===== src/rtl/seg_display_scan.sv =====
// seg_display_scan: 4-digit common-anode 7-segment scanner with double-buffered load handshake.
// Optional per-digit blinking is compiled in when SEG_SCAN_BLINK_EN is defined.
module seg_display_scan #(
    parameter int SCAN_TIME    = 50000,
    parameter int BLINK_FRAMES = 64
) (
    input  logic        CLK,
    input  logic        Reset,
    input  logic        load,
    input  logic [15:0] data,
    input  logic [3:0]  dp,
    input  logic [3:0]  blank,
    input  logic [3:0]  blink,
    output logic [3:0]  an,
    output logic [6:0]  seg,
    output logic        dp_n,
    output logic        pending,
    output logic        frame_load
);
    localparam int CW = $clog2(SCAN_TIME);
    localparam logic [6:0] HEX [16] = '{
        7'h40, 7'h79, 7'h24, 7'h30, 7'h19, 7'h12, 7'h02, 7'h78,
        7'h00, 7'h10, 7'h08, 7'h03, 7'h46, 7'h21, 7'h06, 7'h0E
    };

    typedef struct packed {
        logic [15:0] data;
        logic [3:0]  dp;
        logic [3:0]  blank;
    } disp_t;

    disp_t         staging, shadow;
    logic [CW-1:0] cnt;
    logic [1:0]    idx;
    logic          last, wrap, xfer, dark;
    logic [3:0]    digit;

    assign last  = cnt == CW'(SCAN_TIME - 1);
    assign wrap  = last && idx == 2'd3;
    // a load on the wrap cycle wins; the transfer slips to the next wrap
    assign xfer  = wrap && pending && !load;
    assign digit = shadow.data[{idx, 2'b00} +: 4];

`ifdef SEG_SCAN_BLINK_EN
    localparam int FW = BLINK_FRAMES > 1 ? $clog2(BLINK_FRAMES) : 1;
    logic [FW-1:0] frame_cnt;
    logic          blink_phase;
    logic [3:0]    stg_blink, shd_blink;
    logic          frame_last;

    assign frame_last = frame_cnt == FW'(BLINK_FRAMES - 1);
    assign dark       = shadow.blank[idx] | (blink_phase & shd_blink[idx]);

    always_ff @(posedge CLK) begin
        if (Reset) begin
            frame_cnt   <= '0;
            blink_phase <= 1'b0;
            stg_blink   <= '0;
            shd_blink   <= '0;
        end else begin
            if (wrap) frame_cnt <= frame_last ? '0 : frame_cnt + 1'b1;
            if (wrap && frame_last) blink_phase <= ~blink_phase;
            if (load) stg_blink <= blink;
            if (xfer) shd_blink <= stg_blink;
        end
    end
`else
    logic unused_blink;
    assign unused_blink = ^blink;
    assign dark         = shadow.blank[idx];
`endif

    always_ff @(posedge CLK) begin
        if (Reset) begin
            cnt        <= '0;
            idx        <= '0;
            staging    <= '0;
            shadow     <= '0;
            pending    <= 1'b0;
            frame_load <= 1'b0;
            an         <= 4'hF;
            seg        <= 7'h7F;
            dp_n       <= 1'b1;
        end else begin
            cnt        <= last ? '0 : cnt + 1'b1;
            idx        <= last ? idx + 1'b1 : idx;
            frame_load <= xfer;
            if (load) begin
                staging <= '{data: data, dp: dp, blank: blank};
                pending <= 1'b1;
            end else if (xfer) begin
                shadow  <= staging;
                pending <= 1'b0;
            end
            // first cycle of each slot keeps all anodes off to avoid ghosting
            an         <= cnt == '0 ? 4'hF : ~(4'b0001 << idx);
            seg        <= dark ? 7'h7F : HEX[digit];
            dp_n       <= dark | ~shadow.dp[idx];
        end
    end
endmodule


===== config.mk =====
export PLATFORM = sky130hd
export DESIGN_NAME = seg_display_scan
export DESIGN_NICKNAME = d
export VERILOG_FILES = /design/src/rtl/seg_display_scan.sv
export SDC_FILE = /design/constraint.sdc
export NUM_CORES = 1
export LEC_CHECK = 0
export BUFFER_PORTS_ARGS = -buffer_cell sky130_fd_sc_hd__buf_2
export CORE_ASPECT_RATIO = 1.25
export CORE_MARGIN = 2
export CORE_UTILIZATION = 30
export DETAILED_ROUTE_END_ITERATION = 6
export SYNTH_ARGS = -nofsm -noshare
export SYNTH_HDL_FRONTEND = slang
export SYNTH_SLANG_ARGS = --single-unit

===== constraint.sdc =====
create_clock -name CLK -period 3.1 [get_ports CLK]
set_clock_uncertainty 0.15 [all_clocks]
set_input_delay 0.31 -clock CLK [delete_from_list [all_inputs] [get_ports CLK]]
set_output_delay 0.31 -clock CLK [all_outputs]
set_load 0.005 [all_outputs]

==> metrics, run 1 <==
run status finished, final reports clean; FF-to-FF path depth 5; R2R Path End cnt[4]; Mean Syn Cell Area 9.75 sq um; launching point of the worst reg2reg path cnt[13]; crit path DAT 2.50 ns; post-synthesis cell type count 37; maximum fanout along the worst path 28; clock sinks 80; async set or reset register ratio after synthesis 0; period utilization 0.785; vias per cell 4.98; Final Routed Wirelength 7900 um; die width 102 um; Setup TNS 0 ns; share of cells above drive strength 1 0.233; Post-synth EDFFs 0; die area 0.0129 sq mm; internal power 1.77 mW; NetSw 0.480 mW; Net Count, Synth 411; fin crit period 2.43 ns; share of the synthesized area in the top cell type 0.446; combinational share of power 0.042; Worst-Margin Slew 0.837 ns; hold path depth 3; RSZ-0062 raised after global routing false; clk buf depth 2; worst hold path startpoint data[6]; first-pass detailed-route iteration total 5; Seq pwr share 0.478; clock share of power 0.480; crit path launch type flip-flop; Synth area leaders dfxtp_1 45%, mux2i_1 7.5%, o31ai_2 5.9%, nand4_1 4.9%, nor2_1 4.5%; critical path data required time 3.16 ns; global-route wire length before repair 12,900 um; sequential share of the synthesized area 0.446; Post-synth top cells 80 x dfxtp_1, 43 x nor2_1, 31 x a21oi_1, 28 x nand4_1, 27 x mux2i_1; DR DRC count 0; largest net degree at the start of global routing 33; Ports 45; htree depth 3; count leader, synth dfxtp_1; Iter 0 DRT Violations 198; core area 0.0116 sq mm; VDD IR-drop max 265 uV; Layout Nets 441; post-synth top area cell dfxtp_1; hold_ws 0.0564 ns; R2R Setup Slk 0.67 ns; power density cells 532 mW/mm^2; MaxCap Viol Count 0; CTS tree built; Synth Cell Area 0.00359 sq mm; CTS Buf Count 9; Slew HR 0.441; Worst Hold Class in -> reg; root buffer cell clkbuf_16; Final Slew Violations 0; maximum clock rate 411 MHz; quantity of gates resized following cts 0; Antenna Cells 0; FP Rows 44; hold_buf cts 0; Hold EP staging[14]; total global routing track utilization 0.128; Final Hold Viols 0; Initial Util 0.309; Post-DRT Antenna Nets 0; initial antenna violation count 1; critical path type reg -> reg; CTS clk-pin slew, worst paths 0.06 ns; Synth Flop Type dfxtp_1; Vias 2,806; DP HPWL 5410 um; Leak 1.51 nW; Post-Synthesis Cells 368; gpl congestion 0.776; P&R area growth vs syn 17.8%; dpl cells 548; vias in the first global route 2,677; chip height 126 um; final setup vio count 0; DR WL/cell 14.0 um; Post-CTS Repair Setup Buffers 0; synth warn 0; final cell count without fillers 564; worst skew pair latency 0.34 ns; Remaining Overflow, GRT 0; switching power as a share of total power 0.214; Synth Register Bits 80; Worst setup EP type flip-flop; # port buffers 40
## cell usage in the layout (no fill, tap or decap), types with 2 or more instances in the layout
master	instances
clkbuf_8	2
clkinv_2	2
nor2b_1	3
xnor2_1	11
ha_1	12
a21oi_1	31
clkbuf_16	9
nor4_1	3
o211ai_1	2
buf_2	40
nand2_1	11
and3_1	2
nor3_1	6
mux4_2	6
o221ai_1	4
mux2i_1	27
or4_1	2
nand3_1	8
clkinvlp_4	2
nand4_1	28
or3_1	3
dfxtp_1	80
o21ai_0	4
o31ai_2	17
buf_4	9
or2_2	2
inv_1	15
o31ai_1	7
nor2_1	43
## final cells by class
cell class	instances	area [sq um]
clock buffers	11	253
fillers	1174	7390
multi-input cells	243	1790
repair buffers	49	268
well taps	161	201
flip-flops and latches	80	1600
clock inverters	5	55.1
inverters	15	56.3
## through the flow
stage / worst slack, ns / util / area, sq um / power [mW]
after floorplan: 0.921 / - / 3590 / 1.15
after global placement: 0.683 / 0.337 / 3920 / 1.19
after detailed placement: 0.650 / 0.337 / 3920 / 1.19
after CTS: 0.642 / 0.364 / 4220 / 2.27
after global routing: 0.503 / 0.364 / 4220 / 2.33
final: 0.666 / 0.364 / 4220 / 2.25
## sequential cells by signal, summed over array words and instances, names as in the netlist
name and count:
cnt 16, staging 24, seg 7, pending 1
dp_n 1, idx 2, an 4, shadow 24
frame_load 1
## cells by family (layout without fill, tap and decap cells)
kind of cell	Yosys count	in the layout	share of synthesized area
muxes	34	34	0.116
buffers and inverters	45	80	0.0562
AOI/OAI and AO/OA	69	69	0.149
adders and majority gates	12	12	0.0419
DFF	80	80	0.446
xor gates and xnor gates	12	12	0.0293
and+or+nand+nor	116	116	0.161
## worst max-delay path, stage by stage, from the launching register on
cell	delay, ns
dfxtp_1	0.33
or4_1	0.58
or4_1	0.53
buf_4	0.27
o21bai_4	0.36
nor2b_1	0.09
## how the worst max path moves through the flow
stage	startpoint	endpoint	slack [ns]	cells past startpoint
3_5_place_dp	cnt[13]	cnt[8]	0.65	5
5_1_grt	idx[0]	shadow[11]	0.50	6
4_1_cts	cnt[13]	cnt[8]	0.64	5
6_report	cnt[13]	cnt[4]	0.67	5
3_3_place_gp	cnt[13]	cnt[12]	0.68	5
2_1_floorplan	cnt[13]	shadow[17]	0.92	6
## per-layer routing
metal / vias to the layer above / part of all wire / global-route usage
li1: 1387 / - / -
met1: 1335 / 0.43 / 0.150
met2: 64 / 0.50 / 0.210
met3: 18 / 0.045 / 0.0427
met4: 2 / 0.023 / 0.0556
met5: - / 0.0016 / 0
## power by group through the flow
| stage | Clock [mW] | Combinational (mW) | Sequential [mW] |
|---|---|---|---|
| global route | 1.14 | 0.106 | 1.08 |
| global placement | 0 | 0.0953 | 1.10 |
| CTS | 1.10 | 0.0969 | 1.07 |
| finish | 1.08 | 0.0945 | 1.07 |
| floorplan | 0 | 0.0630 | 1.09 |
| detailed placement | 0 | 0.0966 | 1.10 |
No activity file was read; power rests on OpenSTA's default activity.
==> inputs of run 2 (changes only) <==
==> constraint.sdc (replaced) <==
create_clock -name CLK -period 2.4 [get_ports CLK]
set_clock_uncertainty 0.15 [all_clocks]
set_input_delay 0.24 -clock CLK [delete_from_list [all_inputs] [get_ports CLK]]
set_output_delay 0.24 -clock CLK [all_outputs]
set_load 0.005 [all_outputs]
==> run 2 against run 1 <==
Sequential power increased by 29%; largest power group unchanged; critical path type unchanged; register-to-register slack got worse by 0.58 ns; global-route usage increased by 0.32 points; utilization increased by 2.2 points; clock-buffer cell count unchanged; largest cell class unchanged; non-clock buffer count increased by 24; critical path depth increased by 1; highest routed layer is now met4.
==> metrics, run 2 (synthesized netlist as in run 1, its figures left out) <==
run status finished, final reports clean; largest net degree at the start of global routing 38; die area 0.0129 sq mm; Worst-Margin Slew 0.690 ns; total global routing track utilization 0.131; top flop regs shadow x24, staging x24, cnt x16; Worst Hold Class in -> reg; share of cells above drive strength 1 0.230; # port buffers 40; Initial Util 0.309; vias in the first global route 2,772; FP Rows 44; Final Util 0.386; gpl congestion 0.808; clk buf depth 2; period utilization 0.963; MaxCap Viol Count 0; Buffers & Inverters on Critical Path 2; Worst setup startpoint cnt[13]; Leak 1.63 nW; met1 global-route usage 0.156; CTS Buf Count 9; Setup TNS 0 ns; worst skew pair latency 0.34 ns; DR WL/cell 13.5 um; Slew HR 0.540; VDD IR-drop max 276 uV; first-pass detailed-route iteration total 6; critical path data required time 2.46 ns; maximum clock rate 433 MHz; root buffer cell clkbuf_16; Final Hold Viols 0; clock sinks 80; Final Slew Violations 0; vias per cell 4.85; chip height 126 um; maximum fanout along the worst path 28; initial antenna violation count 0; core area 0.0116 sq mm; commonest non-fill, non-tap cell in the layout dfxtp_1; Top Usage Layer GRT met2; R2R Path End cnt[15]; R2R Setup Slk 0.09 ns; CTS clk-pin slew, worst paths 0.06 ns; Ports 45; CP peak stage delay 0.59 ns; Iter 0 DRT Violations 137; Final Routed Wirelength 7960 um; M2 GR Usage 0.219; RSZ-0062 raised after global routing false; Antenna Cells 0; Worst setup EP type flip-flop; launching point of the worst reg2reg path cnt[13]; setup ws final 0.0881 ns; critical path type reg -> reg; Cell Chain, Critical Path or4_1, or4_1, buf_12, o21bai_4, buf_12, a21oi_1; final setup vio count 0; P&R area growth vs syn 24.9%; CP Depth 6; FF-to-FF path depth 6; commonest non-fill, non-tap cells in the layout 80 x dfxtp_1, 43 x nor2_1, 40 x buf_2; DR DRC count 0; power density cells 665 mW/mm^2; crit path launch type flip-flop; Crit-path slowest cell or4_1; pre-CTS WS 0.0256 ns; htree depth 3; global-route wire length before repair 13,200 um; Largest delay share family, worst path simple AND/OR/NAND/NOR gates; Vias 2,849; Layout Nets 465; die width 102 um; crit path DAT 2.38 ns; DP HPWL 5360 um; Worst Setup EP cnt[15]; met3 usage 0.0366; fin crit period 2.31 ns; Post-DRT Antenna Nets 0; Remaining Overflow, GRT 0; CTS tree built
run 2: cell count changes in the layout (fill, tap and decap cells not counted), sizes merged:
cell / delta
dlygate4sd3: +18
buf: +6
bufinv: +1
clkinvlp: -1
run 2: final cells by class:
class | instances | area (sq um)
fillers | 1163 | 7140
flip-flops and latches | 80 | 1600
clock buffers | 11 | 233
multi-input cells | 243 | 1790
clock inverters | 5 | 81.3
inverters | 15 | 56.3
repair buffers | 73 | 518
well taps | 161 | 201
run 2: stage by stage:
step,std cells,hold WS [ns],power (mW),area (sq um)
floorplan,368,0.237,1.49,3590
global placement,553,0.301,1.54,3970
detailed placement,553,0.312,1.54,3970
CTS,587,0.0000976,3.01,4460
global route,588,0.0154,3.09,4480
finish,588,0.00743,2.98,4480
run 2: worst reg2reg max path: stages, from the launching register on:
cell	delay (ns)
dfxtp_1	0.32
or4_1	0.54
or4_1	0.59
buf_12	0.20
o21bai_4	0.18
buf_12	0.16
a21oi_1	0.04
run 2: per-layer routing:
metal / share of wire / wire length (um) / vias up
li1: - / - / 1426
met1: 0.43 / 3430 / 1362
met2: 0.52 / 4100 / 52
met3: 0.036 / 290 / 9
met4: 0.017 / 138 / 0
met5: 0 / 0 / -
run 2: worst min-delay path by stage:
stage                  to  cells after the start  slack (ns)       start
2_1_floorplan  staging[0]                      2        0.24    blank[0]
3_3_place_gp   shadow[16]                      2        0.30  shadow[16]
3_5_place_dp   shadow[16]                      2        0.31  shadow[16]
4_1_cts        staging[0]                      3      0.0001    blank[0]
5_1_grt        staging[1]                      3        0.02    blank[1]
6_report       staging[1]                      3       0.007    blank[1]
run 2: where the power goes:
| part | internal [mW] | total [mW] | switching, mW |
|---|---|---|---|
| Clock | 0.911 | 1.44 | 0.527 |
| Sequential | 1.36 | 1.38 | 0.0190 |
| Combinational | 0.0833 | 0.156 | 0.0731 |
run 2: repair_timing:
action / 4_1_cts / 5_1_grt
gates resized for setup: 0 / 0
setup buffers: 0 / 1
hold buffers: 18 / 0
hold endpoints to repair: 18 / 0
endpoints found under the setup margin: 0 / 15
==> inputs of run 3 (changes only) <==
--- a/config.mk
+++ b/config.mk
@@ -10,6 +10,7 @@
 export CORE_MARGIN = 2
 export CORE_UTILIZATION = 30
 export DETAILED_ROUTE_END_ITERATION = 6
+export PLACE_DENSITY_LB_ADDON = 0.3
 export SYNTH_ARGS = -nofsm -noshare
 export SYNTH_HDL_FRONTEND = slang
 export SYNTH_SLANG_ARGS = --single-unit
==> run 3 against run 2 <==
Clock power increased by 5%; clock-buffer cell count increased by 3; routed wire length decreased by 1.9%; critical endpoint unchanged; flip-flop and latch count unchanged; maximum frequency increased by 1.3%; cell area increased by 0.73%; utilization increased by 0.28 points; register-to-register slack improved by 0.03 ns; first-iteration DRC count decreased by 0.73%; combinational power about the same.
==> metrics, run 3 (synthesized netlist as in run 1, its figures left out) <==
run status finished, final reports clean; combinational share of power 0.051; core area 0.0116 sq mm; Seq pwr share 0.455; fin crit period 2.28 ns; total global routing track utilization 0.129; clk buf depth 2; first-pass detailed-route iteration total 4; hold_buf cts 20; internal power 2.45 mW; worst skew pair latency 0.33 ns; Initial Util 0.309; Worst Hold Class in -> reg; DP HPWL 5370 um; RSZ-0062 raised after global routing false; critical path type reg -> reg; root buffer cell clkbuf_16; FP Rows 44; DR DRC count 0; Final Slew Violations 0; htree depth 3; initial antenna violation count 0; crit path DAT 2.34 ns; top flop regs shadow x24, staging x24, cnt x16; quantity of gates resized following cts 0; P&R area growth vs syn 25.8%; Final Util 0.389; critical path data required time 2.46 ns; Final Routed Wirelength 7810 um; CTS Buf Count 9; clock sinks 80; Antenna Cells 0; CTS tree built; switching power as a share of total power 0.196; NetSw 0.598 mW; largest net degree at the start of global routing 31; die width 102 um; Layout Nets 466; die area 0.0129 sq mm; MaxCap Viol Count 0; # port buffers 40; Iter 0 DRT Violations 136; hold_ws 0.00586 ns; share of cells above drive strength 1 0.227; global-route wire length before repair 13,200 um; maximum clock rate 438 MHz; chip height 126 um; period utilization 0.951; Leak 1.65 nW; Setup TNS 0 ns; Ports 45; commonest non-fill, non-tap cells in the layout 80 x dfxtp_1, 43 x nor2_1, 40 x buf_2; power density cells 675 mW/mm^2; Vias 2,804; clock share of power 0.494; crit path launch type flip-flop; Final Hold Viols 0; CTS clk-pin slew, worst paths 0.06 ns; maximum fanout along the worst path 28; DR WL/cell 13.3 um; Post-DRT Antenna Nets 0; commonest non-fill, non-tap cell in the layout dfxtp_1; gpl congestion 0.748; Worst-Margin Slew 0.545 ns; final setup vio count 0; Post-CTS Repair Setup Buffers 0; VDD IR-drop max 345 uV; vias in the first global route 2,905; Remaining Overflow, GRT 0; vias per cell 4.76; Worst setup EP type flip-flop; Slew HR 0.637
run 3: cell count changes in the layout (fill, tap and decap cells not counted), sizes merged:
| cell | previous run | this run |
|---|---|---|
| clkinvlp | 1 | 0 |
| dlygate4sd3 | 18 | 20 |
| clkbuf | 11 | 14 |
| clkinv | 2 | 0 |
| buf | 55 | 54 |
run 3: final cells by class:
type / instances / area [sq um]
fillers: 1187 / 7100
multi-input cells: 243 / 1790
flip-flops and latches: 80 / 1600
repair buffers: 74 / 531
clock buffers: 14 / 274
well taps: 161 / 201
clock inverters: 2 / 60.1
inverters: 15 / 56.3
run 3: final timing paths:
| path | from | end | slack (ns) | depth (start not counted) |
|---|---|---|---|---|
| max | cnt[13] | cnt[15] | 0.12 | 6 |
| max reg2reg | cnt[13] | cnt[15] | 0.12 | 6 |
| min | blank[3] | staging[3] | 0.006 | 3 |
| min reg2reg | shadow[0] | shadow[0] | 0.31 | 2 |
run 3: layer usage:
layer,vias up,global-route usage,share of wire
li1,1433,-,-
met3,8,0.0383,0.035
met4,0,0.0429,0.014
met2,33,0.224,0.51
met5,-,0,0
met1,1330,0.150,0.44
run 3: worst max-delay path: stages, from the launching register on:
cell	delay, ns
dfxtp_1	0.32
or4_1	0.55
or4_1	0.59
buf_12	0.20
o21bai_4	0.14
buf_12	0.15
a21oi_1	0.04
run 3: power by group through the flow:
stage	combinational (mW)	sequential, mW	clock [mW]
floorplan	0.0814	1.41	0
global placement	0.129	1.41	0
detailed placement	0.133	1.41	0
CTS	0.158	1.39	1.55
global route	0.174	1.39	1.60
finish	0.154	1.38	1.51
run 3: per-stage QoR:
| stage | cells | instance area, sq um | setup WS (ns) | power, mW |
|---|---|---|---|---|
| floorplan | 368 | 3590 | 0.221 | 1.49 |
| global placement | 553 | 3980 | 0.129 | 1.54 |
| detailed placement | 553 | 3980 | 0.119 | 1.55 |
| CTS | 589 | 4510 | 0.108 | 3.09 |
| global route | 589 | 4510 | 0.00697 | 3.16 |
| finish | 589 | 4510 | 0.117 | 3.04 |
